[config.mk]
export PLATFORM = sky130hd
export DESIGN_NAME = alu_sched_flat
export DESIGN_NICKNAME = d
export VERILOG_FILES = /design/src/rtl/alu_sched_pkg.sv /design/src/rtl/alu_sched_if.sv /design/src/rtl/alu_sched_rr_arbiter.sv /design/src/rtl/alu_sched.sv /design/src/flat_wrapper.sv
export SDC_FILE = /design/constraint.sdc
export NUM_CORES = 1
export LEC_CHECK = 0
export CAP_MARGIN = 20
export CORE_MARGIN = 1.5
export CORE_UTILIZATION = 30
export CTS_BUF_LIST = sky130_fd_sc_hd__clkbuf_16
export DETAILED_ROUTE_END_ITERATION = 16
export PLACE_DENSITY = 0.63
export REMOVE_ABC_BUFFERS = 1
export SLEW_MARGIN = 10
export SYNTH_ARGS = -nofsm -noshare
export SYNTH_HDL_FRONTEND = slang
export SYNTH_SLANG_ARGS = --single-unit
[constraint.sdc]
create_clock -name clk -period 5.5 [get_ports clk]
set_input_delay 0.825 -clock clk [delete_from_list [all_inputs] [get_ports clk]]
set_output_delay 0.825 -clock clk [all_outputs]
set_load 0.05 [all_outputs]
[src/rtl/alu_sched_pkg.sv]
// alu_sched_pkg: opcodes and FSM state encoding shared by the alu_sched block.
package alu_sched_pkg;

  // Two-bit job opcodes presented on req_op
  localparam logic [1:0] OP_ADD = 2'b00;
  localparam logic [1:0] OP_SUB = 2'b01;
  localparam logic [1:0] OP_SHL = 2'b10;
  localparam logic [1:0] OP_ASH = 2'b11;

  // Sequencer states: wait for a job, compute it, hold the response
  typedef enum logic [1:0] {
    ST_IDLE = 2'd0,
    ST_EXEC = 2'd1,
    ST_RESP = 2'd2
  } state_t;

endpackage

[src/rtl/alu_sched_if.sv]
// alu_sched_if: requester bundle plus response channel of the shared-ALU scheduler.
// slave = scheduler side, master = requesters/consumer side.
interface alu_sched_if #(
  parameter int NREQ = 4,
  parameter int W    = 8
);
  localparam int IW = $clog2(NREQ);

  logic [NREQ-1:0]   req_valid;
  logic [NREQ-1:0]   req_ready;
  logic [2*NREQ-1:0] req_op;
  logic [NREQ*W-1:0] req_a;
  logic [NREQ*W-1:0] req_b;
  logic              rsp_valid;
  logic              rsp_ready;
  logic [W-1:0]      rsp_data;
  logic [IW-1:0]     rsp_id;
  logic              rsp_flag;
  logic              busy;

  modport slave (
    input  req_valid, req_op, req_a, req_b, rsp_ready,
    output req_ready, rsp_valid, rsp_data, rsp_id, rsp_flag, busy
  );

  modport master (
    output req_valid, req_op, req_a, req_b, rsp_ready,
    input  req_ready, rsp_valid, rsp_data, rsp_id, rsp_flag, busy
  );

endinterface

[src/rtl/alu_sched_rr_arbiter.sv]
// rr_arbiter: combinational round-robin pick. Searches upward from i_ptr,
// wrapping modulo NREQ (NREQ is a power of two, so index arithmetic simply
// truncates), and returns a one-hot grant plus the winning index.
module rr_arbiter #(
  parameter int NREQ = 4,
  parameter int IW   = $clog2(NREQ)
) (
  input  logic [NREQ-1:0] i_req,
  input  logic [IW-1:0]   i_ptr,
  output logic [NREQ-1:0] o_grant,
  output logic [IW-1:0]   o_idx,
  output logic            o_any
);

  // Candidate k is the requester k places after the pointer
  logic [IW-1:0]   w_cand [NREQ];
  logic [NREQ-1:0] w_rot;

  for (genvar gi = 0; gi < NREQ; gi++) begin : g_rot
    assign w_cand[gi] = i_ptr + IW'(gi);
    assign w_rot[gi]  = i_req[w_cand[gi]];
  end

  // Nearest active candidate to the pointer wins; scan far-to-near so it overwrites
  always_comb begin
    o_idx   = '0;
    o_grant = '0;
    o_any   = |i_req;
    for (int k = NREQ - 1; k >= 0; k--) begin
      if (w_rot[k]) o_idx = w_cand[k];
    end
    if (o_any) o_grant[o_idx] = 1'b1;
  end

endmodule

[src/rtl/alu_sched.sv]
// alu_sched: round-robin scheduler feeding NREQ requesters onto one sequenced
// ALU (IDLE -> EXEC -> RESP). Results carry the requester id and a
// carry/borrow/lost-bit flag.
// Build option: define ALU_SCHED_SAT_EN for saturating results (ADD/ASH/SHL
// clamp to all-ones, SUB clamps to zero when the flag is set); the flag
// always reports the raw condition. Undefined gives wrap-around results.
module alu_sched
  import alu_sched_pkg::*;
#(
  parameter int NREQ = 4,
  parameter int W    = 8
) (
  input logic       clk,
  input logic       rst,
  alu_sched_if.slave bus
);

  localparam int IW = $clog2(NREQ);

  // Sequencer state and round-robin pointer
  state_t        r_state;
  logic [IW-1:0] r_ptr;

  // Captured job
  logic [1:0]    r_op;
  logic [W-1:0]  r_a;
  logic [W-1:0]  r_b;
  logic [IW-1:0] r_id;

  // Registered response
  logic          r_rsp_valid;
  logic [W-1:0]  r_rsp_data;
  logic [IW-1:0] r_rsp_id;
  logic          r_rsp_flag;
  logic          r_busy;

  // Arbitration
  logic [NREQ-1:0] w_grant;
  logic [IW-1:0]   w_idx;
  logic            w_any;

  // Per-requester slices of the flat job buses
  logic [1:0]   w_op_arr [NREQ];
  logic [W-1:0] w_a_arr  [NREQ];
  logic [W-1:0] w_b_arr  [NREQ];

  // ALU datapath
  logic [W+1:0] w_ext;
  logic [W-1:0] w_res;
  logic         w_flag;

  for (genvar gi = 0; gi < NREQ; gi++) begin : g_slice
    assign w_op_arr[gi] = bus.req_op[2*gi+1 : 2*gi];
    assign w_a_arr[gi]  = bus.req_a[W*gi+W-1 : W*gi];
    assign w_b_arr[gi]  = bus.req_b[W*gi+W-1 : W*gi];
  end

  rr_arbiter #(
    .NREQ (NREQ),
    .IW   (IW)
  ) u_arb (
    .i_req   (bus.req_valid),
    .i_ptr   (r_ptr),
    .o_grant (w_grant),
    .o_idx   (w_idx),
    .o_any   (w_any)
  );

  // Only IDLE may accept; the grant is the sole combinational output
  assign bus.req_ready = (r_state == ST_IDLE) ? w_grant : '0;

  assign bus.rsp_valid = r_rsp_valid;
  assign bus.rsp_data  = r_rsp_data;
  assign bus.rsp_id    = r_rsp_id;
  assign bus.rsp_flag  = r_rsp_flag;
  assign bus.busy      = r_busy;

  // ALU on the captured operands in W+2 bits; flag is the bit(s) lost from the low W
  always_comb begin
    w_ext  = '0;
    w_flag = 1'b0;
    case (r_op)
      OP_ADD: begin
        w_ext  = {2'b00, r_a} + {2'b00, r_b};
        w_flag = w_ext[W];
      end
      OP_SUB: begin
        w_ext  = {2'b00, r_a} - {2'b00, r_b};
        w_flag = (r_a < r_b);
      end
      OP_SHL: begin
        w_ext  = {1'b0, r_a, 1'b0};
        w_flag = r_a[W-1];
      end
      default: begin
        w_ext  = ({2'b00, r_a} + {2'b00, r_b}) << 1;
        w_flag = |w_ext[W+1:W];
      end
    endcase
    w_res = w_ext[W-1:0];
`ifdef ALU_SCHED_SAT_EN
    if (w_flag) w_res = (r_op == OP_SUB) ? '0 : '1;
`endif
  end

  // Sequencer: accept a job, compute it, hold the response until consumed
  always_ff @(posedge clk) begin
    if (rst) begin
      r_state     <= ST_IDLE;
      r_ptr       <= '0;
      r_op        <= OP_ADD;
      r_a         <= '0;
      r_b         <= '0;
      r_id        <= '0;
      r_rsp_valid <= 1'b0;
      r_rsp_data  <= '0;
      r_rsp_id    <= '0;
      r_rsp_flag  <= 1'b0;
      r_busy      <= 1'b0;
    end else begin
      case (r_state)
        ST_IDLE: begin
          if (w_any) begin
            r_op    <= w_op_arr[w_idx];
            r_a     <= w_a_arr[w_idx];
            r_b     <= w_b_arr[w_idx];
            r_id    <= w_idx;
            r_busy  <= 1'b1;
            r_state <= ST_EXEC;
          end
        end
        ST_EXEC: begin
          r_rsp_data  <= w_res;
          r_rsp_flag  <= w_flag;
          r_rsp_id    <= r_id;
          r_rsp_valid <= 1'b1;
          r_state     <= ST_RESP;
        end
        ST_RESP: begin
          if (bus.rsp_ready) begin
            r_rsp_valid <= 1'b0;
            r_busy      <= 1'b0;
            // Move past the served requester so it cannot win twice in a row
            r_ptr       <= r_id + IW'(1);
            r_state     <= ST_IDLE;
          end
        end
        default: begin
          r_state <= ST_IDLE;
        end
      endcase
    end
  end

endmodule

[src/flat_wrapper.sv]
// flat-port wrapper written by rule: the top's interface ports become plain ports
module alu_sched_flat import alu_sched_pkg::*;
#(
  parameter int NREQ = 4,
  parameter int W    = 8
)
  (clk, rst, bus_req_valid, bus_req_op, bus_req_a, bus_req_b, bus_rsp_ready, bus_req_ready, bus_rsp_valid, bus_rsp_data, bus_rsp_id, bus_rsp_flag, bus_busy);
  alu_sched_if #(.NREQ(NREQ), .W(W)) bus_i ();
  input logic clk;
  input logic rst;
  input wire logic [$bits(bus_i.req_valid)-1:0] bus_req_valid;
  input wire logic [$bits(bus_i.req_op)-1:0] bus_req_op;
  input wire logic [$bits(bus_i.req_a)-1:0] bus_req_a;
  input wire logic [$bits(bus_i.req_b)-1:0] bus_req_b;
  input wire logic [$bits(bus_i.rsp_ready)-1:0] bus_rsp_ready;
  output wire logic [$bits(bus_i.req_ready)-1:0] bus_req_ready;
  output wire logic [$bits(bus_i.rsp_valid)-1:0] bus_rsp_valid;
  output wire logic [$bits(bus_i.rsp_data)-1:0] bus_rsp_data;
  output wire logic [$bits(bus_i.rsp_id)-1:0] bus_rsp_id;
  output wire logic [$bits(bus_i.rsp_flag)-1:0] bus_rsp_flag;
  output wire logic [$bits(bus_i.busy)-1:0] bus_busy;
  assign bus_i.req_valid = bus_req_valid;
  assign bus_i.req_op = bus_req_op;
  assign bus_i.req_a = bus_req_a;
  assign bus_i.req_b = bus_req_b;
  assign bus_i.rsp_ready = bus_rsp_ready;
  assign bus_req_ready = bus_i.req_ready;
  assign bus_rsp_valid = bus_i.rsp_valid;
  assign bus_rsp_data = bus_i.rsp_data;
  assign bus_rsp_id = bus_i.rsp_id;
  assign bus_rsp_flag = bus_i.rsp_flag;
  assign bus_busy = bus_i.busy;
  alu_sched #(.NREQ(NREQ), .W(W)) u_core (.clk(clk), .rst(rst), .bus(bus_i));
endmodule
==> impl_metrics.ini <==
[critical_path]
critPathLaunchType = primary input
cp_cell_sequence = clkdlybuf4s50_1 > nand2b_1 > a21oi_1 > a211o_2 > or2_1 > nor2_1 > clkdlybuf4s50_1
crit_slowest_cell = clkdlybuf4s50_1
worst_ep_required_time_ns = 4.68
r2r_setup_slack_ns = 3.09
r2r_cells = 9
path_class = primary input to output port
crit_top_cell = clkdlybuf4s50_1
arrival_ns = 3.42
critPathMaxFanout = 39
critPathMaxStageDelay_ns = 0.81
timing.rr.end = u_core.bus.rsp_data[7]
critPathCaptureType = output port
rr_startpoint = u_core.r_b[0]

[floorplan]
fp.dieH_um = 101
ios = 96
row_count = 35
dieArea_sq_um = 10200
fp.coreArea_sq_um = 9280
die_w_um = 101
start_util_pct = 31.0

[timing]
slew_headroom_pct = 40.6
fin_setup_tns_ns = 0
timing.final.setup_violations = 0
rsz0062_at_grt = no
fmax_mhz = 236
setup_ws_ns = 1.26
hold_viol = 0
finClkSkew_ns = 0.00531
drv_slew = 0
period_minus_slack_ns = 4.24
fin_crit_sh_pct = 77.1
tightest_slew_ns = 0.889

[clock_tree]
clock_latency_ns = 0.28
cts_tree = done
cts_resized = 0
clk_pin_slew_ns = 0.06
postCtsSetupBuffers = 0
cts_buffer_depth = 2
htree_levels = 2
cts_made_buffers = 5
cts_root_buffer = clkbuf_16
numClockSinks = 37
hold_buffers = 0

[placed_design]
dp_slack_ns = 1.20
placed_cell_area_sq_um = 3900
place_congestion = 0.826
numPortBuffers = 95
dp_hpwl_um = 5390

[layout]
layout_common_cells = clkdlybuf4s50_1 (95), nand2_1 (55), dfxtp_1 (37)
stdcell_area_sq_um = 4070
layout-drive-gt1-share_pct = 12.1
n_antenna_cell = 0
layout_commonest_cell = clkdlybuf4s50_1
fillers = 960
nNetsFinal = 535
syn_to_final_growth_pct = 41.4

[power]
p_per_area_nw_per_um2 = 267
pwr-share-clk_pct = 29.8
sw_frac_of_total_pct = 33.3
switchingPower_uw = 362
power.internal_uw = 724
vdd_drop_max_uv = 116
comb_power_share_pct = 39.2
p_leak_nw = 1.63
seqPwrFrac_pct = 31.0

[detailed_routing]
drc = 0
drtPass1Iterations = 4
vias = 2683
drt-initial-drc-count = 82
antenna_left = 0
vias_per_cell = 4.73
wl_um = 6860
wl_per_cell_um = 12.1

[run]
cap_viol_max_count = 0

[worst_hold_path]
holdPathEnd = u_core.r_b[4]
hp-class = flop to flop
hold_depth = 2
hold_start = u_core.r_b[4]

[grt]
grt_pass1_wl_um = 11900
grtUsageTotal_pct = 14.2
grt_max_degree = 40
grt-ovfl-total = 0
grt_pass1_vias = 2700
grt_antenna_before_repair = 0

[synthesis]
syn_inst = 355
synth_area_sq_um = 2880
synth_seq_cells = 37
ys_warn_count = 0
seq_area_frac_synth_pct = 25.7
synth.distinct_cells = 47
syn_area_per_cell_sq_um = 8.11

[run_status]
status = complete, no violations
stage by stage:
step / util, % / instances / power (mW) / hold slack [ns]
after CTS: 43.8 / 567 / 1.10 / 0.460
after floorplan: - / 333 / 0.628 / 0.435
after global routing: 43.8 / 567 / 1.16 / 0.471
after detailed placement: 42.0 / 559 / 0.771 / 0.452
after global placement: 42.0 / 559 / 0.762 / 0.447
final: 43.8 / 567 / 1.09 / 0.455
routing by layer:
metal	routed length, um	vias to the layer above	track usage (%)
met5	0	-	0
met4	97	0	4.06
met3	326	9	2.50
met2	3200	63	24.7
met1	3240	1206	18.0
li1	-	1405	-
power by group through the flow:
stage	clock network (mW)	logic (mW)	registers [mW]
after floorplan	0	0.260	0.368
after global placement	0	0.420	0.342
after detailed placement	0	0.428	0.343
after CTS	0.329	0.430	0.337
after global routing	0.338	0.476	0.343
final	0.324	0.426	0.336
flip-flops by register name (all words and copies together), names as in the netlist:
name / cells
u_core.bus.busy: 1
u_core.bus.rsp_data: 8
u_core.r_b: 8
u_core.bus.rsp_flag: 1
u_core.bus.rsp_valid: 1
u_core.r_state: 2
u_core.r_id: 2
u_core.r_ptr: 2
u_core.r_a: 8
u_core.r_op: 2
u_core.bus.rsp_id: 2
critical path, delay by kind of cell:
family	cells	cell delay, ns
buffers and inverters	2	1.32
AOI/OAI and AO/OA	2	0.68
and+or+nand+nor	3	0.59
cell type report:
type                            instances  area, sq um  area share (%)
Multi-Input combinational cell        277         1960            48.2
Timing Repair Buffer                   97          966            23.7
Tap cell                              129          161            3.97
Sequential cell                        37          741            18.2
Clock inverter                          3         42.5            1.05
Clock buffer                            5          125            3.07
Inverter                               19         71.3            1.75
how the worst max path moves through the flow:
| stage | start | cells after the start | end |
|---|---|---|---|
| 5_1_grt | bus_req_valid[0] | 6 | bus_req_ready[2] |
| 3_3_place_gp | bus_req_valid[1] | 7 | bus_req_ready[3] |
| 4_1_cts | bus_req_valid[1] | 7 | bus_req_ready[1] |
| 6_report | bus_req_valid[1] | 7 | bus_req_ready[3] |
| 3_5_place_dp | bus_req_valid[1] | 7 | bus_req_ready[1] |
| 2_1_floorplan | bus_req_valid[1] | 4 | bus_req_ready[0] |
cells in the mapped netlist (all sizes together):
| master | number | area share [%] |
|---|---|---|
| inv | 19 | 2.5 |
| a211o | 2 | 0.61 |
| or2 | 3 | 0.65 |
| nor2b | 8 | 1.7 |
| o221ai | 1 | 0.30 |
| o41ai | 1 | 0.30 |
| o21bai | 2 | 0.52 |
| fa | 2 | 1.4 |
| nor2 | 35 | 4.6 |
| a311o | 1 | 0.35 |
| a31oi | 1 | 0.22 |
| o22ai | 5 | 1.1 |
| nor3b | 2 | 0.52 |
| or4 | 2 | 0.52 |
| buf | 11 | 2.3 |
| dfxtp | 37 | 26 |
| nor3 | 6 | 1.8 |
| a21o | 3 | 0.78 |
| nand3 | 3 | 0.52 |
| xnor2 | 9 | 2.7 |
| mux4 | 1 | 0.78 |
| ha | 17 | 7.4 |
| mux2 | 37 | 15 |
| o31a | 1 | 0.30 |
| a211oi | 7 | 1.8 |
| o21a | 1 | 0.26 |
| a311oi | 3 | 0.91 |
| mux2i | 3 | 1.0 |
| and3 | 1 | 0.22 |
| a2111oi | 1 | 0.30 |
| nand2b | 6 | 1.3 |
| clkbuf | 11 | 1.4 |
| nand3b | 2 | 0.52 |
| o22a | 1 | 0.30 |
| a22oi | 18 | 4.7 |
| o21ai | 10 | 1.7 |
| o31ai | 2 | 0.52 |
| nand2 | 55 | 7.2 |
| o211ai | 3 | 0.78 |
| a21oi | 21 | 3.7 |
| or3b | 1 | 0.30 |
kinds of logic (layout without fill, tap and decap cells):
| family | Yosys count | in the layout | synth area share [%] |
|---|---|---|---|
| AO/OA/AOI/OAI | 84 | 84 | 19.5 |
| XOR/XNOR | 9 | 9 | 2.74 |
| adder cells (fa/ha/maj) | 19 | 19 | 8.78 |
| buffers and inverters | 41 | 124 | 6.21 |
| flip-flops | 37 | 37 | 25.7 |
| multiplexers | 41 | 41 | 17.2 |
| AND/OR/NAND/NOR | 124 | 124 | 19.9 |
No activity file was read; power rests on OpenSTA's default activity.
